### config.mk
export PLATFORM = sky130hd
export DESIGN_NAME = ibfly2_seq
export DESIGN_NICKNAME = d
export VERILOG_FILES = /design/src/rtl/ibfly2_seq.sv
export SDC_FILE = /design/constraint.sdc
export NUM_CORES = 1
export LEC_CHECK = 0
export CAP_MARGIN = 25
export CORE_MARGIN = 10
export CORE_UTILIZATION = 50
export DETAILED_ROUTE_END_ITERATION = 12
export PLACE_DENSITY_LB_ADDON = 0.05
export SETUP_SLACK_MARGIN = 0.02
export SLEW_MARGIN = 20
export SYNTH_ARGS = -nofsm -noshare
export SYNTH_HDL_FRONTEND = slang
export SYNTH_SLANG_ARGS = --single-unit
### constraint.sdc
create_clock -name clk -period 7.6 [get_ports clk]
set_input_delay 1.52 -clock clk [delete_from_list [all_inputs] [get_ports clk]]
set_output_delay 1.52 -clock clk [all_outputs]
set_load 0.02 [all_outputs]
### src/rtl/ibfly2_seq.sv
// ---------------------------------------------------------------------------
// ibfly2_seq -- sequential radix-2 inverse butterfly.
//
// Undoes a DIT butterfly y0 = x0 + w*x1, y1 = x0 - w*x1 by computing
//   x0 = (y0 + y1) / 2              (floor)
//   x1 = conj(w) * (y0 - y1) / 2    (round half up)
// with one shared signed multiplier used over four cycles (M0..M3).
// An operation is accepted in IDLE, out_valid rises six edges later and the
// result is held in DONE until the consumer takes it.
//
// Ports:
//   clk, rst_n            rising-edge clock, asynchronous active-low reset
//   in_valid / in_ready   operand handshake (in_ready only in IDLE)
//   yr0, yi0, yr1, yi1    signed DW-bit butterfly outputs to invert
//   wr0, wi0              signed TW-bit twiddle, Q1.(TW-2), not conjugated
//   out_valid / out_ready result handshake
//   xr0, xi0, xr1, xi1    signed DW-bit recovered inputs
//   ovf                   x1 was clamped on this result
//
// Build option:
//   IBFLY2_SAT_EN  defined   -> x1 clamped to the DW-bit range, ovf reports it
//                  undefined -> x1 wraps to the low DW bits, ovf stays 0
// ---------------------------------------------------------------------------
module ibfly2_seq #(
    parameter int DW = 8,
    parameter int TW = 8
) (
    input  logic                 clk,
    input  logic                 rst_n,
    input  logic                 in_valid,
    output logic                 in_ready,
    input  logic signed [DW-1:0] yr0,
    input  logic signed [DW-1:0] yi0,
    input  logic signed [DW-1:0] yr1,
    input  logic signed [DW-1:0] yi1,
    input  logic signed [TW-1:0] wr0,
    input  logic signed [TW-1:0] wi0,
    output logic                 out_valid,
    input  logic                 out_ready,
    output logic signed [DW-1:0] xr0,
    output logic signed [DW-1:0] xi0,
    output logic signed [DW-1:0] xr1,
    output logic signed [DW-1:0] xi1,
    output logic                 ovf
);

    localparam int ACCW = DW + TW + 2;   // two products of (DW+1) x TW bits
    localparam int PW   = DW + TW + 1;   // one product

    // Half an output LSB at the accumulator scale: x1 = acc / 2^(TW-1).
    localparam logic signed [ACCW-1:0] HALF = ACCW'(2 ** (TW - 2));

    typedef enum logic [2:0] {
        S_IDLE, S_SUM, S_M0, S_M1, S_M2, S_M3, S_RND, S_DONE
    } state_t;

    state_t state, state_nxt;

    logic signed [DW-1:0]   yr0_q, yi0_q, yr1_q, yi1_q;
    logic signed [TW-1:0]   wr_q, wi_q;
    logic signed [DW:0]     dr_q, di_q;
    logic signed [ACCW-1:0] acc_r, acc_i;

    logic signed [DW:0]     sum_r, sum_i, diff_r, diff_i;
    logic signed [DW:0]     mul_a;
    logic signed [TW-1:0]   mul_b;
    logic signed [PW-1:0]   prod;
    logic signed [ACCW-1:0] prod_ext;
    logic signed [DW-1:0]   x1r_nxt, x1i_nxt;
    logic                   ovf_nxt;

    // ---------------- FSM: state register ----------------
    // NOTE: sequential state is updated only with non-blocking assignments so
    // every flop samples the values from before the edge.
    always_ff @(posedge clk or negedge rst_n) begin
        if (!rst_n) state <= S_IDLE;
        else        state <= state_nxt;
    end

    // ---------------- FSM: next state ----------------
    // NOTE: every combinational output gets a default first, so no path
    // leaves it unassigned and no latch is inferred.
    always_comb begin
        state_nxt = state;
        case (state)
            S_IDLE:  if (in_valid) state_nxt = S_SUM;
            S_SUM:   state_nxt = S_M0;
            S_M0:    state_nxt = S_M1;
            S_M1:    state_nxt = S_M2;
            S_M2:    state_nxt = S_M3;
            S_M3:    state_nxt = S_RND;
            S_RND:   state_nxt = S_DONE;
            S_DONE:  if (out_ready) state_nxt = S_IDLE;
            default: state_nxt = S_IDLE;
        endcase
    end

    // ---------------- FSM: outputs ----------------
    always_comb begin
        in_ready  = (state == S_IDLE);
        out_valid = (state == S_DONE);
    end

    // ---------------- datapath: combinational ----------------
    always_comb begin
        sum_r  = {yr0_q[DW-1], yr0_q} + {yr1_q[DW-1], yr1_q};
        sum_i  = {yi0_q[DW-1], yi0_q} + {yi1_q[DW-1], yi1_q};
        diff_r = {yr0_q[DW-1], yr0_q} - {yr1_q[DW-1], yr1_q};
        diff_i = {yi0_q[DW-1], yi0_q} - {yi1_q[DW-1], yi1_q};
    end

    // Shared multiplier operand schedule:
    //   M0 dr*wr -> accR   M1 di*wi -> accR   M2 di*wr -> accI   M3 dr*wi -> accI (sub)
    always_comb begin
        mul_a = dr_q;
        mul_b = wr_q;
        case (state)
            S_M1:    begin mul_a = di_q; mul_b = wi_q; end
            S_M2:    begin mul_a = di_q; mul_b = wr_q; end
            S_M3:    begin mul_a = dr_q; mul_b = wi_q; end
            default: ;
        endcase
        // Both operands sign-extended to the full product width, so the low
        // PW bits of the product are the exact signed result.
        prod     = {{TW{mul_a[DW]}}, mul_a} * {{(DW + 1){mul_b[TW-1]}}, mul_b};
        prod_ext = {prod[PW-1], prod};
    end

`ifdef IBFLY2_SAT_EN
    localparam logic signed [ACCW-1:0] X_MAX = ACCW'(2 ** (DW - 1) - 1);
    localparam logic signed [ACCW-1:0] X_MIN = ~X_MAX;

    logic signed [ACCW-1:0] rnd_r, rnd_i;
    logic                   ovf_r, ovf_i;

    // Returns {clamped, value} for one rounded x1 component.
    function automatic logic [DW:0] clamp(input logic signed [ACCW-1:0] v);
        if (v > X_MAX)      clamp = {1'b1, X_MAX[DW-1:0]};
        else if (v < X_MIN) clamp = {1'b1, X_MIN[DW-1:0]};
        else                clamp = {1'b0, v[DW-1:0]};
    endfunction

    always_comb begin
        rnd_r              = (acc_r + HALF) >>> (TW - 1);
        rnd_i              = (acc_i + HALF) >>> (TW - 1);
        {ovf_r, x1r_nxt}   = clamp(rnd_r);
        {ovf_i, x1i_nxt}   = clamp(rnd_i);
        ovf_nxt            = ovf_r | ovf_i;
    end
`else
    // Wrapping build: keep the low DW bits of the rounded value.
    always_comb begin
        x1r_nxt = DW'((acc_r + HALF) >>> (TW - 1));
        x1i_nxt = DW'((acc_i + HALF) >>> (TW - 1));
        ovf_nxt = 1'b0;
    end
`endif

    // ---------------- datapath: registers ----------------
    // NOTE: every datapath register is reset as well, so a reset in the middle
    // of an operation leaves nothing behind that could leak into the next one.
    always_ff @(posedge clk or negedge rst_n) begin
        if (!rst_n) begin
            yr0_q <= '0; yi0_q <= '0; yr1_q <= '0; yi1_q <= '0;
            wr_q  <= '0; wi_q  <= '0;
            dr_q  <= '0; di_q  <= '0;
            acc_r <= '0; acc_i <= '0;
            xr0   <= '0; xi0   <= '0; xr1 <= '0; xi1 <= '0;
            ovf   <= 1'b0;
        end else begin
            case (state)
                S_IDLE: if (in_valid) begin
                    yr0_q <= yr0; yi0_q <= yi0;
                    yr1_q <= yr1; yi1_q <= yi1;
                    wr_q  <= wr0; wi_q  <= wi0;
                    ovf   <= 1'b0;
                end
                S_SUM: begin
                    dr_q  <= diff_r;
                    di_q  <= diff_i;
                    // Arithmetic shift floors; the halved sum always fits DW.
                    xr0   <= DW'(sum_r >>> 1);
                    xi0   <= DW'(sum_i >>> 1);
                    acc_r <= '0;
                    acc_i <= '0;
                end
                S_M0, S_M1: acc_r <= acc_r + prod_ext;
                S_M2:       acc_i <= acc_i + prod_ext;
                S_M3:       acc_i <= acc_i - prod_ext;
                S_RND: begin
                    xr1 <= x1r_nxt;
                    xi1 <= x1i_nxt;
                    ovf <= ovf_nxt;
                end
                default: ;
            endcase
        end
    end

endmodule

# Word level (Yosys, flattened, before mapping)
# Cells that the tools add are included.
[word_totals]
regBits = 138
latch_bits = 0
mem_bits_rw = 0
rom_bits = 0
input_bits = 52
elab_cells = 54
n_memories = 0
[op_classes]
add_sub_neg = 9
n_mul = 1
n_div = 0
order_cmp = 0
n_eq_ne = 9
n_shift = 0
n_mux = 9
n_bitwise = 0
reduce_logical = 10
[ops]
columns = ["cell", "count"]
rows = [
  ["one-hot mux 18 bit (3 select lines)", 1],
  ["adder 18 x 17 -> 18 bit", 2],
  ["one-hot mux 18 bit (2 select lines)", 1],
  ["adder 15 x 8 -> 15 bit, second input constant", 2],
  ["one-hot mux 3 bit (8 select lines)", 1],
  ["adder 8 x 8 -> 9 bit", 2],
  ["subtractor 18 x 17 -> 18 bit", 1],
  ["subtractor 8 x 8 -> 9 bit", 2],
  ["multiplier 9 x 8 -> 17 bit", 1],
  ["== test 3 bit, second input constant", 4],
  ["two-way mux 9 bit", 1],
  ["two-way mux 8 bit", 1],
  ["== test 3 x 2 -> 1 bit, second input constant", 2],
  ["two-way mux 3 bit", 2],
  ["AND reduction 2 bit", 3],
  ["OR reduction 2 bit", 3],
  ["nonzero test 2 bit", 2],
  ["== test 3 x 1 -> 1 bit, second input constant", 1],
  ["logical NOT 3 bit", 1],
  ["nonzero test 3 bit", 1],
  ["!= test 2 x 1 -> 1 bit, second input constant", 1],
  ["!= test 2 bit, second input constant", 1],
  ["one-hot mux 1 bit (2 select lines)", 1],
  ["two-way mux 1 bit", 1],
]

# Longest topological paths before layout
[logic_depth]
depth_word = 6
mapped_depth = 32

# Least setup slack after synthesis
# OpenSTA, ideal clock, no wires.
[synth_timing]
path_type = "reg-to-reg"
start = "reg state[1]"
end = "reg acc_i[14]"
arrival_ns = 6.664
required_ns = 7.470
path_slack_ns = 0.806
stages_incl_launch_ff = 28
cell_sequence = "dfrtp_1 buf_6 or3b_1 and2_4 buf_6 mux2i_1 or2_2 fa_1 fa_1 inv_1 fa_1 inv_1 fa_1 inv_1 ha_1 o21a_1 o31a_1 o31ai_1 a21boi_0 nor3_1 nor2_1 xnor2_1 ha_1 or3_1 o21ai_0 o21ai_0 xor2_1 o21ai_1"
[synth_via]
elab_chain_len = 6
word_cells_on_any_way = 13
[synth_lines]
columns = ["item", "line_no", "source"]
rows = [
  ["start, declared", "57", "state_t state, state_nxt;"],
  ["start signal, assigned", "77", "else state <= state_nxt;"],
  ["== test 3 x 2 -> 1 bit or == test 3 bit (tied branches)", "117, 171", ""],
  ["OR reduction 2 bit (no source line)", "--", ""],
  ["two-way mux 9 bit or two-way mux 8 bit (tied branches)", "117", "case (state)"],
  ["multiplier 9 x 8 -> 17 bit", "125", "prod = {{TW{mul_a[DW]}}, mul_a} * {{(DW + 1){mul_b[TW-1]}}, mul_b};"],
  ["subtractor 18 x 17 -> 18 bit or adder 18 x 17 -> 18 bit (tied branches)", "189, 188", ""],
  ["one-hot mux 18 bit (3 select lines)", "171", "case (state)"],
  ["end signal, assigned", "188", "S_M2: acc_i <= acc_i + prod_ext;"],
  ["end signal, assigned", "189", "S_M3: acc_i <= acc_i - prod_ext;"],
  ["end, declared", "62", "logic signed [ACCW-1:0] acc_r, acc_i;"],
]
# Parallel ways exist; a longest one is shown, timed or not.
# A chain may end at the register's enable or synchronous reset.

# Worst setup path in the final report
[layout_timing]
start = "reg state[0]"
end = "reg acc_i[14]"
# Same word-level chain as after synthesis.

==> metrics.md <==
| Metric | Value |
|---|---|
| Outcome | `finished, final reports clean` |
| Vias/cell | `5.19` |
| Detailed-placement wirelength estimate | `17,800 um` |
| TritonCTS clock tree | `done` |
| Synth Register Bits | `131` |
| Rows | `52` |
| Total routing resource utilization after global routing | `18.1%` |
| Clock-pin slew on the worst setup and hold paths | `0.07 ns` |
| Residual DRC | `0` |
| Drt first-iter violations | `400` |
| Count of different cell masters after synthesis | `60` |
| Final setup TNS | `0 ns` |
| Fraction of post-synthesis cell area in the top cell type by area | `31.5%` |
| Routability Congestion | `0.858` |
| Worst-path maximum fanout | `17` |
| Total via count after detailed routing | `7,744` |
| Setup ws final | `0.565 ns` |
| Worst Path Class, Setup | `flop to flop` |
| Post-DRT Antenna Nets | `0` |
| Cts bufs inserted | `17` |
| Peak per-stage delay on the critical path | `0.53 ns` |
| Number of buffer and inverter instances along the worst setup path | `7` |
| Startpoint of the worst-slack reg-to-reg timing path | `state[0]$_DFFE_PN0P_` |
| Worst min-delay path category | `flop to flop` |
| Clock latency at the later pin of the worst-skew pair | `0.43 ns` |
| Hold violation count in the final report | `0` |
| Startpoint of the lowest-slack hold path | `xi1[1]$_DFFE_PN0P_` |
| Wire length of the first global-routing pass | `39,600 um` |
| I/O Pins | `87` |
| Net count after synthesis | `1,332` |
| Post-CTS Repair Setup Buffers | `0` |
| Clock tree buffer depth | `2` |
| Worst path arrival time | `7.39 ns` |
| Y dimension of the die | `164 um` |
| Top cell family by delay on the critical path | `adder cells` |
| Layout Area Growth over Synthesis | `17.1%` |
| Horizontal extent of the die | `164 um` |
| Post-synthesis area per instance | `9.20 um2` |
| Sequential area share after synthesis | `31.5%` |
| Achievable clock frequency | `142 MHz` |
| Share of the core filled with cells | `59.8%` |
| Share of the clock period used by the worst path | `92.6%` |
| TritonCTS sink count | `131` |
| Starting Density | `51.1%` |
| Crit. End Element | `flop` |
| Post-Place Worst Slack | `0.432 ns` |
| Remaining global-route overflow | `0` |
| Count of input and output buffers | `85` |
| Finish-stage setup viols | `0` |
| Die area | `27,000 um2` |
| CTS HTree Levels | `4` |
| Maximum clock skew at final layout | `0.0126 ns` |
| Layout net count | `1,411` |
| Top area cells in the synthesized netlist | `sky130_fd_sc_hd__dfrtp_1 32%, sky130_fd_sc_hd__fa_1 12%, sky130_fd_sc_hd__ha_1 11%` |
| Number of warning messages in the yosys log | `0` |
| Worst setup startpoint | `state[0]$_DFFE_PN0P_` |
| Via count of the first global-routing pass | `7,909` |
| Fin. max-slew vios | `0` |
| First drt pass iteration count | `4` |
| Worst slew slack as a fraction of its limit | `40.9%` |
| Crit-path most repeated cell | `sky130_fd_sc_hd__inv_1` |
| Required time of the worst setup path | `7.95 ns` |
| Routed wire per std cell | `15.4 um` |
| Critical Path Source Type | `flop` |
| Predominant post-synthesis flop cell | `sky130_fd_sc_hd__dfrtp_1` |
| Core Region | `20,400 um2` |
| Cell area after synthesis | `10,400 um2` |
| Most area-hungry cell type in the Yosys netlist | `sky130_fd_sc_hd__dfrtp_1` |
| Number of instances in the synthesized netlist | `1,130` |
| Initial antenna violation count | `1` |
| Largest net degree at the start of global routing | `93` |
| Clock period minus worst slack | `7.03 ns` |
| Master cell of the clock root buffer | `sky130_fd_sc_hd__clkbuf_16` |
| Layout cells sized above 1 | `9.33%` |
| Cell at the slowest stage of the critical path | `sky130_fd_sc_hd__fa_1` |
| Proportion of synthesized flip-flops having asynchronous set or reset | `100%` |
| Unrepaired setup endpoints after global routing | `false` |
| Hold WS | `0.476 ns` |
| Max-capacitance violation count | `0` |
| Routed Wire Length | `23,100 um` |
| Actual slew at the worst max-slew pin | `0.880 ns` |
| EDFF count, synth | `0` |
[synthesized netlist by cell type (3+ instances only)]
library cell and number:
sky130_fd_sc_hd__nor3_1 14, sky130_fd_sc_hd__a21oi_1 38, sky130_fd_sc_hd__fa_1 60, sky130_fd_sc_hd__o21a_1 4
sky130_fd_sc_hd__o21bai_1 12, sky130_fd_sc_hd__buf_2 3, sky130_fd_sc_hd__nor2b_1 11, sky130_fd_sc_hd__o21ai_0 114
sky130_fd_sc_hd__ha_1 90, sky130_fd_sc_hd__nand3_1 45, sky130_fd_sc_hd__nor2_1 76, sky130_fd_sc_hd__and2_1 9
sky130_fd_sc_hd__nand3b_1 3, sky130_fd_sc_hd__nand2b_1 13, sky130_fd_sc_hd__o31ai_1 8, sky130_fd_sc_hd__nand2_1 95
sky130_fd_sc_hd__or2_2 17, sky130_fd_sc_hd__xor2_1 23, sky130_fd_sc_hd__a2111oi_0 4, sky130_fd_sc_hd__or3_1 5
sky130_fd_sc_hd__dfrtp_1 131, sky130_fd_sc_hd__xnor2_1 63, sky130_fd_sc_hd__and3_1 12, sky130_fd_sc_hd__a31oi_1 10
sky130_fd_sc_hd__a21o_1 18, sky130_fd_sc_hd__mux2_2 34, sky130_fd_sc_hd__mux2i_1 11, sky130_fd_sc_hd__clkbuf_1 30
sky130_fd_sc_hd__nand4_1 3, sky130_fd_sc_hd__buf_1 4, sky130_fd_sc_hd__inv_1 133
[cell usage in the layout, fill, tap and decap left out, types with 17 or more instances in the layout]
| master | Yosys | layout |
|---|---|---|
| sky130_fd_sc_hd__inv_1 | 133 | 133 |
| sky130_fd_sc_hd__nor2_1 | 76 | 76 |
| sky130_fd_sc_hd__clkbuf_16 | 0 | 17 |
| sky130_fd_sc_hd__nand2_1 | 95 | 95 |
| sky130_fd_sc_hd__nand3_1 | 45 | 44 |
| sky130_fd_sc_hd__a21oi_1 | 38 | 38 |
| sky130_fd_sc_hd__clkdlybuf4s50_1 | 0 | 84 |
| sky130_fd_sc_hd__ha_1 | 90 | 90 |
| sky130_fd_sc_hd__mux2_2 | 34 | 34 |
| sky130_fd_sc_hd__a21o_1 | 18 | 18 |
| sky130_fd_sc_hd__fa_1 | 60 | 60 |
| sky130_fd_sc_hd__xor2_1 | 23 | 23 |
| sky130_fd_sc_hd__o21ai_0 | 114 | 114 |
| sky130_fd_sc_hd__or2_2 | 17 | 17 |
| sky130_fd_sc_hd__xnor2_1 | 63 | 63 |
| sky130_fd_sc_hd__dfrtp_1 | 131 | 130 |
[worst paths after layout]
kind	endpoint	slack (ns)	depth (start not counted)
max	acc_i[14]$_DFFE_PN0P_	0.57	29
min	xi1[1]$_DFFE_PN0P_	0.48	2
max reg2reg	acc_i[14]$_DFFE_PN0P_	0.57	29
min reg2reg	xi1[1]$_DFFE_PN0P_	0.48	2
max in group asynchronous	state[0]$_DFFE_PN0P_	5.44	3
min in group asynchronous	wr_q[5]$_DFFE_PN0P_	1.05	1
[logic make-up after synthesis]
kind of cell               synth area share (%)
adders and majority gates                  22.4
buffers and inverters                      6.46
AOI/OAI and AO/OA                          12.9
and+or+nand+nor                            14.2
xor gates and xnor gates                   7.61
other                                    0.0361
DFF                                        31.5
muxes                                      4.87
[metrics by stage]
step / std cells / cell area (um2)
after global routing: 1492 / 12200
after global placement: 1458 / 11500
after detailed placement: 1458 / 11500
final: 1493 / 12200
after CTS: 1490 / 12100
after floorplan: 1130 / 10400
[worst register-to-register path, delay by kind of cell (launching register included)]
family,cells,cell delay [ns]
mux,1,0.44
compound gates,3,0.56
simple gates,9,2.28
buf+inv,7,0.43
fa+ha+maj,7,2.42
flops,1,0.50
xor+xnor,2,0.33
[sequential cells by signal, indices dropped and copies added, names as in the netlist]
name and flops:
di_q 9, yi1_q 8, yi0_q 8, acc_r 15
dr_q 9, state 3, wi_q 8, xr1 8
yr0_q 8, xi1 8, wr_q 8, xr0 8
acc_i 15, xi0 8, yr1_q 8
[area by class of cell]
type	instances	area, um2
clock inverters	14	159
multi-input cells	826	6480
well taps	270	338
flip-flops and latches	131	3280
inverters	133	499
clock buffers	18	439
fillers	1796	8180
repair buffers	100	988
diodes	1	2.50
[per-layer routing]
metal,share of wire (%),track usage (%),vias to the layer above
met2,46,28.7,112
met5,0,0,-
li1,-,-,3923
met4,1.3,4.63,0
met1,49,24.7,3685
met3,4.1,3.83,24
[repair_timing]
action | in CTS | in global routing
setup endpoints to repair | 0 | 3
hold buffers | 0 | 0
hold endpoints to repair | 0 | 0
resized for setup | 0 | 6
Power is left out: the tool's default activity adds up to more than one toggle a clock period on the data nets, which glitch-free logic cannot reach.
